--- src/rtl/mode7_pkg.sv ---
// Shared Mode7 affine-datapath definitions: default operand format, sign-magnitude
// saturation constants (also used by the downstream adder) and multiplier FSM states.
package mode7_pkg;

    localparam int DEF_SIZE = 16;
    localparam int DEF_FRAC = 8;

    localparam logic [DEF_SIZE-1:0] UPPER_BOUND = 16'h7FFF;
    localparam logic [DEF_SIZE-1:0] SATURATED   = 16'hFFFF;

    typedef enum logic [1:0] {
        IDLE = 2'd0,
        MUL  = 2'd1,
        NORM = 2'd2,
        DONE = 2'd3
    } mult_state_t;

endpackage

--- src/rtl/smag_fx_mult_if.sv ---
// Operand/product handshake bundle for the sign-magnitude fixed-point multiplier.
interface smag_fx_mult_if
    import mode7_pkg::*;
#(
    parameter int SIZE = DEF_SIZE
);
    logic            in_valid;
    logic            in_ready;
    logic [SIZE-1:0] in_a;
    logic [SIZE-1:0] in_b;
    logic            out_valid;
    logic            out_ready;
    logic [SIZE-1:0] out_data;

    modport master (
        output in_valid, in_a, in_b, out_ready,
        input  in_ready, out_valid, out_data
    );

    modport slave (
        input  in_valid, in_a, in_b, out_ready,
        output in_ready, out_valid, out_data
    );
endinterface

--- src/rtl/smag_fx_mult.sv ---
// Iterative shift-add sign-magnitude fixed-point multiplier: one multiplier bit per
// cycle, then a truncating/saturating normalize step into the adder's format.
module smag_fx_mult
    import mode7_pkg::*;
#(
    parameter int SIZE = DEF_SIZE,
    parameter int FRAC = DEF_FRAC
) (
    input  logic            clk,
    input  logic            rst,
    smag_fx_mult_if.slave   bus
);
    localparam int MW = SIZE - 1;
    localparam int AW = 2 * MW;
    localparam int CW = $clog2(SIZE - 1);
    localparam logic [AW-1:0] MAG_MAX = {{MW{1'b0}}, {MW{1'b1}}};
    localparam logic [CW-1:0] CNT_LAST = CW'(SIZE - 2);

    mult_state_t     state_q, state_d;
    logic [MW-1:0]   mag_a_q, mag_b_q;
    logic            sign_q;
    logic [AW-1:0]   acc_q;
    logic [CW-1:0]   cnt_q;
    logic [SIZE-1:0] out_q;

    logic            accept;
    logic [AW-1:0]   p;
    logic [MW-1:0]   mag;

    assign accept        = bus.in_valid && (state_q == IDLE);
    assign bus.in_ready  = (state_q == IDLE);
    assign bus.out_valid = (state_q == DONE);
    assign bus.out_data  = out_q;

    // Truncate toward zero, then clamp to the largest representable magnitude.
    assign p   = acc_q >> FRAC;
    assign mag = (p > MAG_MAX) ? {MW{1'b1}} : p[MW-1:0];

    always_ff @(posedge clk or posedge rst) begin
        if (rst) state_q <= IDLE;
        else     state_q <= state_d;
    end

    always_comb begin
        state_d = state_q;
        case (state_q)
            IDLE: if (bus.in_valid)          state_d = MUL;
            MUL:  if (cnt_q == CNT_LAST)     state_d = NORM;
            NORM:                            state_d = DONE;
            DONE: if (bus.out_ready)         state_d = IDLE;
            default:                         state_d = IDLE;
        endcase
    end

    always_ff @(posedge clk or posedge rst) begin
        if (rst) begin
            mag_a_q <= '0;
            mag_b_q <= '0;
            sign_q  <= 1'b0;
            acc_q   <= '0;
            cnt_q   <= '0;
            out_q   <= '0;
        end else begin
            if (accept) begin
                mag_a_q <= bus.in_a[MW-1:0];
                mag_b_q <= bus.in_b[MW-1:0];
                sign_q  <= bus.in_a[SIZE-1] ^ bus.in_b[SIZE-1];
                acc_q   <= '0;
                cnt_q   <= '0;
            end
            if (state_q == MUL) begin
                if (mag_b_q[cnt_q]) acc_q <= acc_q + ({{MW{1'b0}}, mag_a_q} << cnt_q);
                cnt_q <= cnt_q + 1'b1;
            end
            // A zero magnitude drops the sign so -0 never reaches the adder.
            if (state_q == NORM) out_q <= {sign_q & (|mag), mag};
        end
    end

endmodule
--- src/flat_wrapper.sv ---
// flat-port wrapper written by rule: the top's interface ports become plain ports
module smag_fx_mult_flat import mode7_pkg::*;
#(
    parameter int SIZE = DEF_SIZE,
    parameter int FRAC = DEF_FRAC
)
  (clk, rst, bus_in_valid, bus_in_a, bus_in_b, bus_out_ready, bus_in_ready, bus_out_valid, bus_out_data);
  smag_fx_mult_if #(.SIZE(SIZE)) bus_i ();
  input  logic clk;
  input  logic rst;
  input wire logic [$bits(bus_i.in_valid)-1:0] bus_in_valid;
  input wire logic [$bits(bus_i.in_a)-1:0] bus_in_a;
  input wire logic [$bits(bus_i.in_b)-1:0] bus_in_b;
  input wire logic [$bits(bus_i.out_ready)-1:0] bus_out_ready;
  output wire logic [$bits(bus_i.in_ready)-1:0] bus_in_ready;
  output wire logic [$bits(bus_i.out_valid)-1:0] bus_out_valid;
  output wire logic [$bits(bus_i.out_data)-1:0] bus_out_data;
  assign bus_i.in_valid = bus_in_valid;
  assign bus_i.in_a = bus_in_a;
  assign bus_i.in_b = bus_in_b;
  assign bus_i.out_ready = bus_out_ready;
  assign bus_in_ready = bus_i.in_ready;
  assign bus_out_valid = bus_i.out_valid;
  assign bus_out_data = bus_i.out_data;
  smag_fx_mult #(.SIZE(SIZE), .FRAC(FRAC)) u_core (.clk(clk), .rst(rst), .bus(bus_i));
endmodule
--- config.mk ---
export PLATFORM = sky130hd
export DESIGN_NAME = smag_fx_mult_flat
export DESIGN_NICKNAME = d
export VERILOG_FILES = /design/src/rtl/mode7_pkg.sv /design/src/rtl/smag_fx_mult_if.sv /design/src/rtl/smag_fx_mult.sv /design/src/flat_wrapper.sv
export SDC_FILE = /design/constraint.sdc
export NUM_CORES = 1
export LEC_CHECK = 0
export ABC_AREA = 1
export CORE_MARGIN = 4
export CORE_UTILIZATION = 30
export DETAILED_ROUTE_END_ITERATION = 16
export GPL_TIMING_DRIVEN = 0
export PLACE_DENSITY = 0.5
export SLEW_MARGIN = 5
export SYNTH_ARGS = -nofsm -noshare
export SYNTH_HDL_FRONTEND = slang
export SYNTH_SLANG_ARGS = --single-unit
--- constraint.sdc ---
create_clock -name clk -period 3.2 [get_ports clk]
set_clock_uncertainty 0.05 [all_clocks]
set_input_delay 0.8 -clock clk [delete_from_list [all_inputs] [get_ports clk]]
set_output_delay 0.8 -clock clk [all_outputs]
set_load 0.01 [all_outputs]
# --- Yosys cells after proc, flatten, opt, wreduce, memory -nomap -nowiden ---
# Cells that the tools add are included.
word_totals:
  reg_bits: 83
  output_inout_bits: 18
  elab_cells: 38
op_classes:
  n_eq_ne: 7
  order_cmp: 2
  shift: 1
  bitwise_logic: 2
  addsub: 2
  n_reduce_logical: 5
  n_mux: 12
op_table:
  columns: ["op", "count"]
  rows:
  - ["$mux 30", 3]
  - ["$add 30x30->30", 1]
  - ["$shl 15x4->30", 1]
  - ["$gt 22x15->1 const B", 1]
  - ["$mux 15", 1]
  - ["$reduce_or 15->1", 1]
  - ["$mux 4", 2]
  - ["$pmux 2 s4", 1]
  - ["$mux 2", 3]
  - ["$lt 4x5->1 const B", 1]
  - ["$add 4x1->4 const B", 1]
  - ["$bmux 1 s4", 1]
  - ["$eq 2x2->1 const B", 2]
  - ["$eq 4x4->1 const B", 1]
  - ["$ne 2x2->1 const B", 2]
  - ["$reduce_and 3->1", 1]
  - ["$eq 2x1->1 const B", 1]
  - ["$logic_not 2->1", 1]
  - ["$ne 2x1->1 const B", 1]
  - ["$reduce_bool 2->1", 1]
  - ["$and 1x1->1", 1]
  - ["$logic_and 1x1->1", 1]
  - ["$mux 1", 1]
  - ["$xor 1x1->1", 1]

# --- Logic depth before layout (Yosys ltp) ---
logic_depth:
  depth_word: 5
  depth_mapped: 26
  ltp_nobuf: 24

# --- Least setup slack after synthesis ---
# Ideal clock, no wire load.
synth_timing:
  path_type: "reg2reg"
  from: "reg u_core.cnt_q[1]"
  to: "reg u_core.acc_q[29]"
  period_less_slack_ns: 2.718
  slack_ns: 0.482
  required_ns: 3.033
  path_buffers: 2
  arrival_ns: 2.550
  stages_incl_launch_ff: 20
  cell_sequence: "dfrtp_1 > inv_1 > clkbuf_1 > buf_2 > nand3_1 > o21ai_0 > mux2i_1 > nand2_1 > o21ai_0 > ha_1 > nand2_1 > nor2_1 > and2_1 > nand2_1 > nand2_1 > nand3_1 > nand2_1 > nand2_1 > nand3_1 > nand2_1"
synth_between:
  elab_chain_len: 4
  word_cells_on_any_way: 6
  cone_classes: "1 x add/sub; 1 x shift; 4 x mux"
synth_rtl:
  columns: ["item", "line", "text"]
  rows:
  - ["start, declared", "smag_fx_mult.sv:23", "logic [CW-1:0] cnt_q;"]
  - ["start signal, assigned", "smag_fx_mult.sv:73", "cnt_q <= cnt_q + 1'b1;"]
  - ["$shl 15x4->30 or $bmux 1 s4 (tied branches)", "smag_fx_mult.sv:72", "if (mag_b_q[cnt_q]) acc_q <= acc_q + ({{MW{1'b0}}, mag_a_q} << cnt_q);"]
  - ["$add 30x30->30 or $mux 1 (tied branches)", "smag_fx_mult.sv:72", null]
  - ["$mux 30 *", "smag_fx_mult.sv:72", null]
  - ["$mux 30 *", "smag_fx_mult.sv:71", "if (state_q == MUL) begin"]
  - ["end signal, assigned", "smag_fx_mult.sv:72", null]
  - ["end, declared", "smag_fx_mult.sv:22", "logic [AW-1:0] acc_q;"]
# Every way passes the cells marked *; elsewhere a longest branch is shown, timed or not. The select of a mux whose other input is x is not followed.
# A chain may end at the register's enable or synchronous reset.

# --- Final worst setup path ---
layout_timing:
  from: "reg u_core.cnt_q[0]"
  to: "reg u_core.acc_q[15]"
# Same word-level chain as after synthesis.

==> run summary <==
* **share of final-layout standard cells stronger than drive strength 1** 14.8%
* **root buf cell** sky130_fd_sc_hd__clkbuf_16
* **worst setup slack for register-to-register paths** 0.19 ns
* **CTS tree** done
* **worst min path class** register to register
* **netlist area before placement** 6480 um^2
* **floorplan die height** 155 um
* **maximum clock insertion buffer count** 2
* **port buffer count** 53
* **Netlist cell types** 37
* **capturing element of the worst setup path** u_core.acc_q[15]
* **I/O pin cnt** 54
* **average routed wire per standard cell** 15.3 um
* **Critical Path End Type** register
* **register clock-pin slew on the reported worst setup and hold paths** 0.07 ns
* **Inserted Clock Buffers** 9
* **Net count, final** 1183
* **instance count on the critical path** 18
* **required time at the endpoint of the critical path** 3.39 ns
* **DRC marker count from the first detailed-route iteration** 371
* **instance area at placement** 7380 um^2
* **static leakage** 4.17 nW
* **count of buffering cells on the critical path with inverters included** 4
* **cells traversed along the worst timing path** buf_6 -> inv_4 -> buf_8 -> nand2_1 -> nand3_1 -> o21ai_2 -> o21ai_2 -> nand2_1 -> o21ai_1 -> ha_1 -> nand2_2 -> inv_1 -> a21oi_2 -> nor2_1 -> nor2_1 -> a21oi_1 -> o21ai_0 -> nand2_1
* **half-perimeter wire length after detailed placement** 16800 um
* **leading cell types in the layout, fill and taps excluded** sky130_fd_sc_hd__nand2_1, sky130_fd_sc_hd__inv_1, sky130_fd_sc_hd__nand3_1
* **die area** 24000 um^2
* **R2R depth** 18
* **Worst IR Drop VDD** 420 uV
* **final max-slew violation count** 0
* **Sum Neg Setup Slack** 0 ns
* **GR Util All Layers** 17.9%
* **critical path arrival** 3.20 ns
* **Vias per Instance** 4.75
* **largest net degree at the start of global routing** 43
* **final hold violation count** 0
* **cell family contributing the most delay on the critical path** compound AO/OA/AOI/OAI gates
* **most used cell, CP** sky130_fd_sc_hd__nand2_1
* **final global-route overflow total** 0
* **Largest stage delay, worst path** 0.41 ns
* **Tmin final** 3.01 ns
* **pin slew with the least headroom to its limit** 0.783 ns
* **power density over the cells** 1200 nW/um^2
* **cell area after layout** 8290 um^2
* **layout-stage area growth over the synthesis result** 28.1%
* **overall die width** 155 um
* **Remaining DRCs** 0
* **max-cap violations** 0
* **total vias in the final route** 6606
* **length of the first detailed-routing pass in iterations** 5
* **Reg2Reg Launch Point** u_core.cnt_q[0]
* **worst setup path class** register to register
* **depth of the CTS H-tree** 3
* **overall routed net length** 21300 um
* **Seq/Total Area, Yosys** 32.1%
* **antenna violations before repair** 0
* **number of clock sinks** 83
* **maximum net fanout on the critical path** 15
* **Max transition margin** 47.8%
* **Min-Delay Startpoint** u_core.bus.out_data[3]
* **number of placement rows** 53
* **FF+latch count, synth** 83
* **type of element launching the critical path** register
* **total inserted antenna cells** 0
* **maximum clock rate** 0.332 GHz
* **ratio of final minimum period to clock period** 94.2%
* **per-instance average area after synthesis** 6.29 um^2
* **Worst path slowest cell** sky130_fd_sc_hd__dfrtp_1
* **number of fillers in the final layout** 2318
* **via count of the first global-routing pass** 6369
* **status** finished, final reports clean
* **end of the worst register-to-register path** u_core.acc_q[15]
* **setup violators final** 0
* **routability congestion estimate from global placement** 0.953
* **hold buffer count at CTS** 0
* **Synthesis Warnings** 0
* **clock insertion delay at the later pin of the skew report** 0.36 ns
* **Starting Density** 30.6%
* **total nets after synthesis** 1101
* **synthesized netlist cell count** 1029
* **commonest non-fill, non-tap cell in the layout** sky130_fd_sc_hd__nand2_1
* **wire length of the first global-routing pass** 33700 um
* **core outline area** 21200 um^2
* **number of nets still failing antenna checks after routing** 0
* **origin of the worst setup path** u_core.cnt_q[0]
[logic make-up after synthesis]
group	after synthesis	share of synthesized area, %
AOI/OAI and AO/OA	125	10.1
xor gates and xnor gates	14	1.89
muxes	2	0.309
and+or+nand+nor	619	39.1
adders and majority gates	36	7.07
buffers and inverters	150	9.47
DFF	83	32.1
[registers in the layout (all words and copies together), names as in the netlist]
name,cells
u_core.state_q,2
u_core.bus.out_data,16
u_core.cnt_q,4
u_core.sign_q,1
u_core.acc_q,30
u_core.mag_b_q,15
u_core.mag_a_q,15
[how the worst min path moves through the flow]
stage / end / slack, ns / depth (start not counted)
2_1_floorplan: u_core.mag_b_q[13] / 0.39 / 2
3_3_place_gp: u_core.mag_b_q[2] / 0.41 / 2
3_5_place_dp: u_core.mag_b_q[9] / 0.42 / 2
4_1_cts: u_core.mag_b_q[9] / 0.43 / 2
5_1_grt: u_core.mag_b_q[9] / 0.45 / 2
6_report: u_core.bus.out_data[3] / 0.43 / 2
[final cells by class]
class | count | area [um^2] | area share, %
tap | 275 | 344 | 4.15
multi-input combinational | 796 | 4230 | 51.0
clock inverter | 7 | 73.8 | 0.890
sequential | 83 | 2080 | 25.1
buffer | 34 | 193 | 2.32
timing repair buffer | 74 | 708 | 8.54
clock buffer | 9 | 225 | 2.72
inverter | 113 | 439 | 5.30
[synthesized netlist by cell type (all sizes together)]
cell type,n,area share [%]
fa,1,0.31
ha,35,6.8
and2,4,0.39
buf,16,1.6
nand4,11,1.1
xnor2,11,1.5
o21ai,68,5.3
nor4,2,0.19
nand3b,2,0.23
nand3,89,7.0
a31oi,5,0.48
a21o,1,0.12
a221oi,1,0.14
inv,113,6.6
a21oi,44,3.4
nand2,418,25
nor3,7,0.54
o22ai,3,0.29
mux2i,2,0.31
dfrtp,83,32
clkbuf,21,1.2
xor2,3,0.41
o21bai,1,0.12
o21a,2,0.23
nor2,83,4.8
or2,3,0.29
[power breakdown]
part | switching, mW | total (mW) | internal, mW
logic | 4.29 | 6.95 | 2.67
registers | 0.390 | 1.89 | 1.50
clock network | 0.477 | 1.09 | 0.611
[per-layer routing]
metal	vias up	part of all wire, %	track usage [%]	wire length (um)
li1	3438	-	-	-
met1	3021	47	23.4	9950
met2	120	48	30.8	10200
met3	27	2.9	2.31	625
met4	0	2.5	5.89	528
met5	-	0	0	0
[what timing repair did]
action | 4_1_cts | 5_1_grt
resized for setup | 39 | 120
pin swaps | 11 | 35
setup buffers | 7 | 13
cloned | 0 | 0
setup endpoints to repair | 20 | 21
[metrics by stage]
step / total power [mW] / instances / hold slack [ns] / util [%] / worst slack (ns)
6_report: 9.93 / 1391 / 0.430 / 39.2 / 0.186
5_1_grt: 10.8 / 1391 / 0.452 / 39.2 / -0.00967
4_1_cts: 8.95 / 1379 / 0.435 / 36.9 / -0.00726
3_5_place_dp: 7.59 / 1358 / 0.415 / 34.9 / -0.363
3_3_place_gp: 7.57 / 1357 / 0.414 / 34.7 / -1.41
2_1_floorplan: 5.77 / 1029 / 0.394 / - / 0.213
[tightest hold or removal path, cell delays in order, from the launching register on]
cell and delay (ns):
sky130_fd_sc_hd__dfrtp_1 0.34, sky130_fd_sc_hd__nand2_1 0.05, sky130_fd_sc_hd__nand2_1 0.05
No activity file was read; power rests on OpenSTA's default activity.
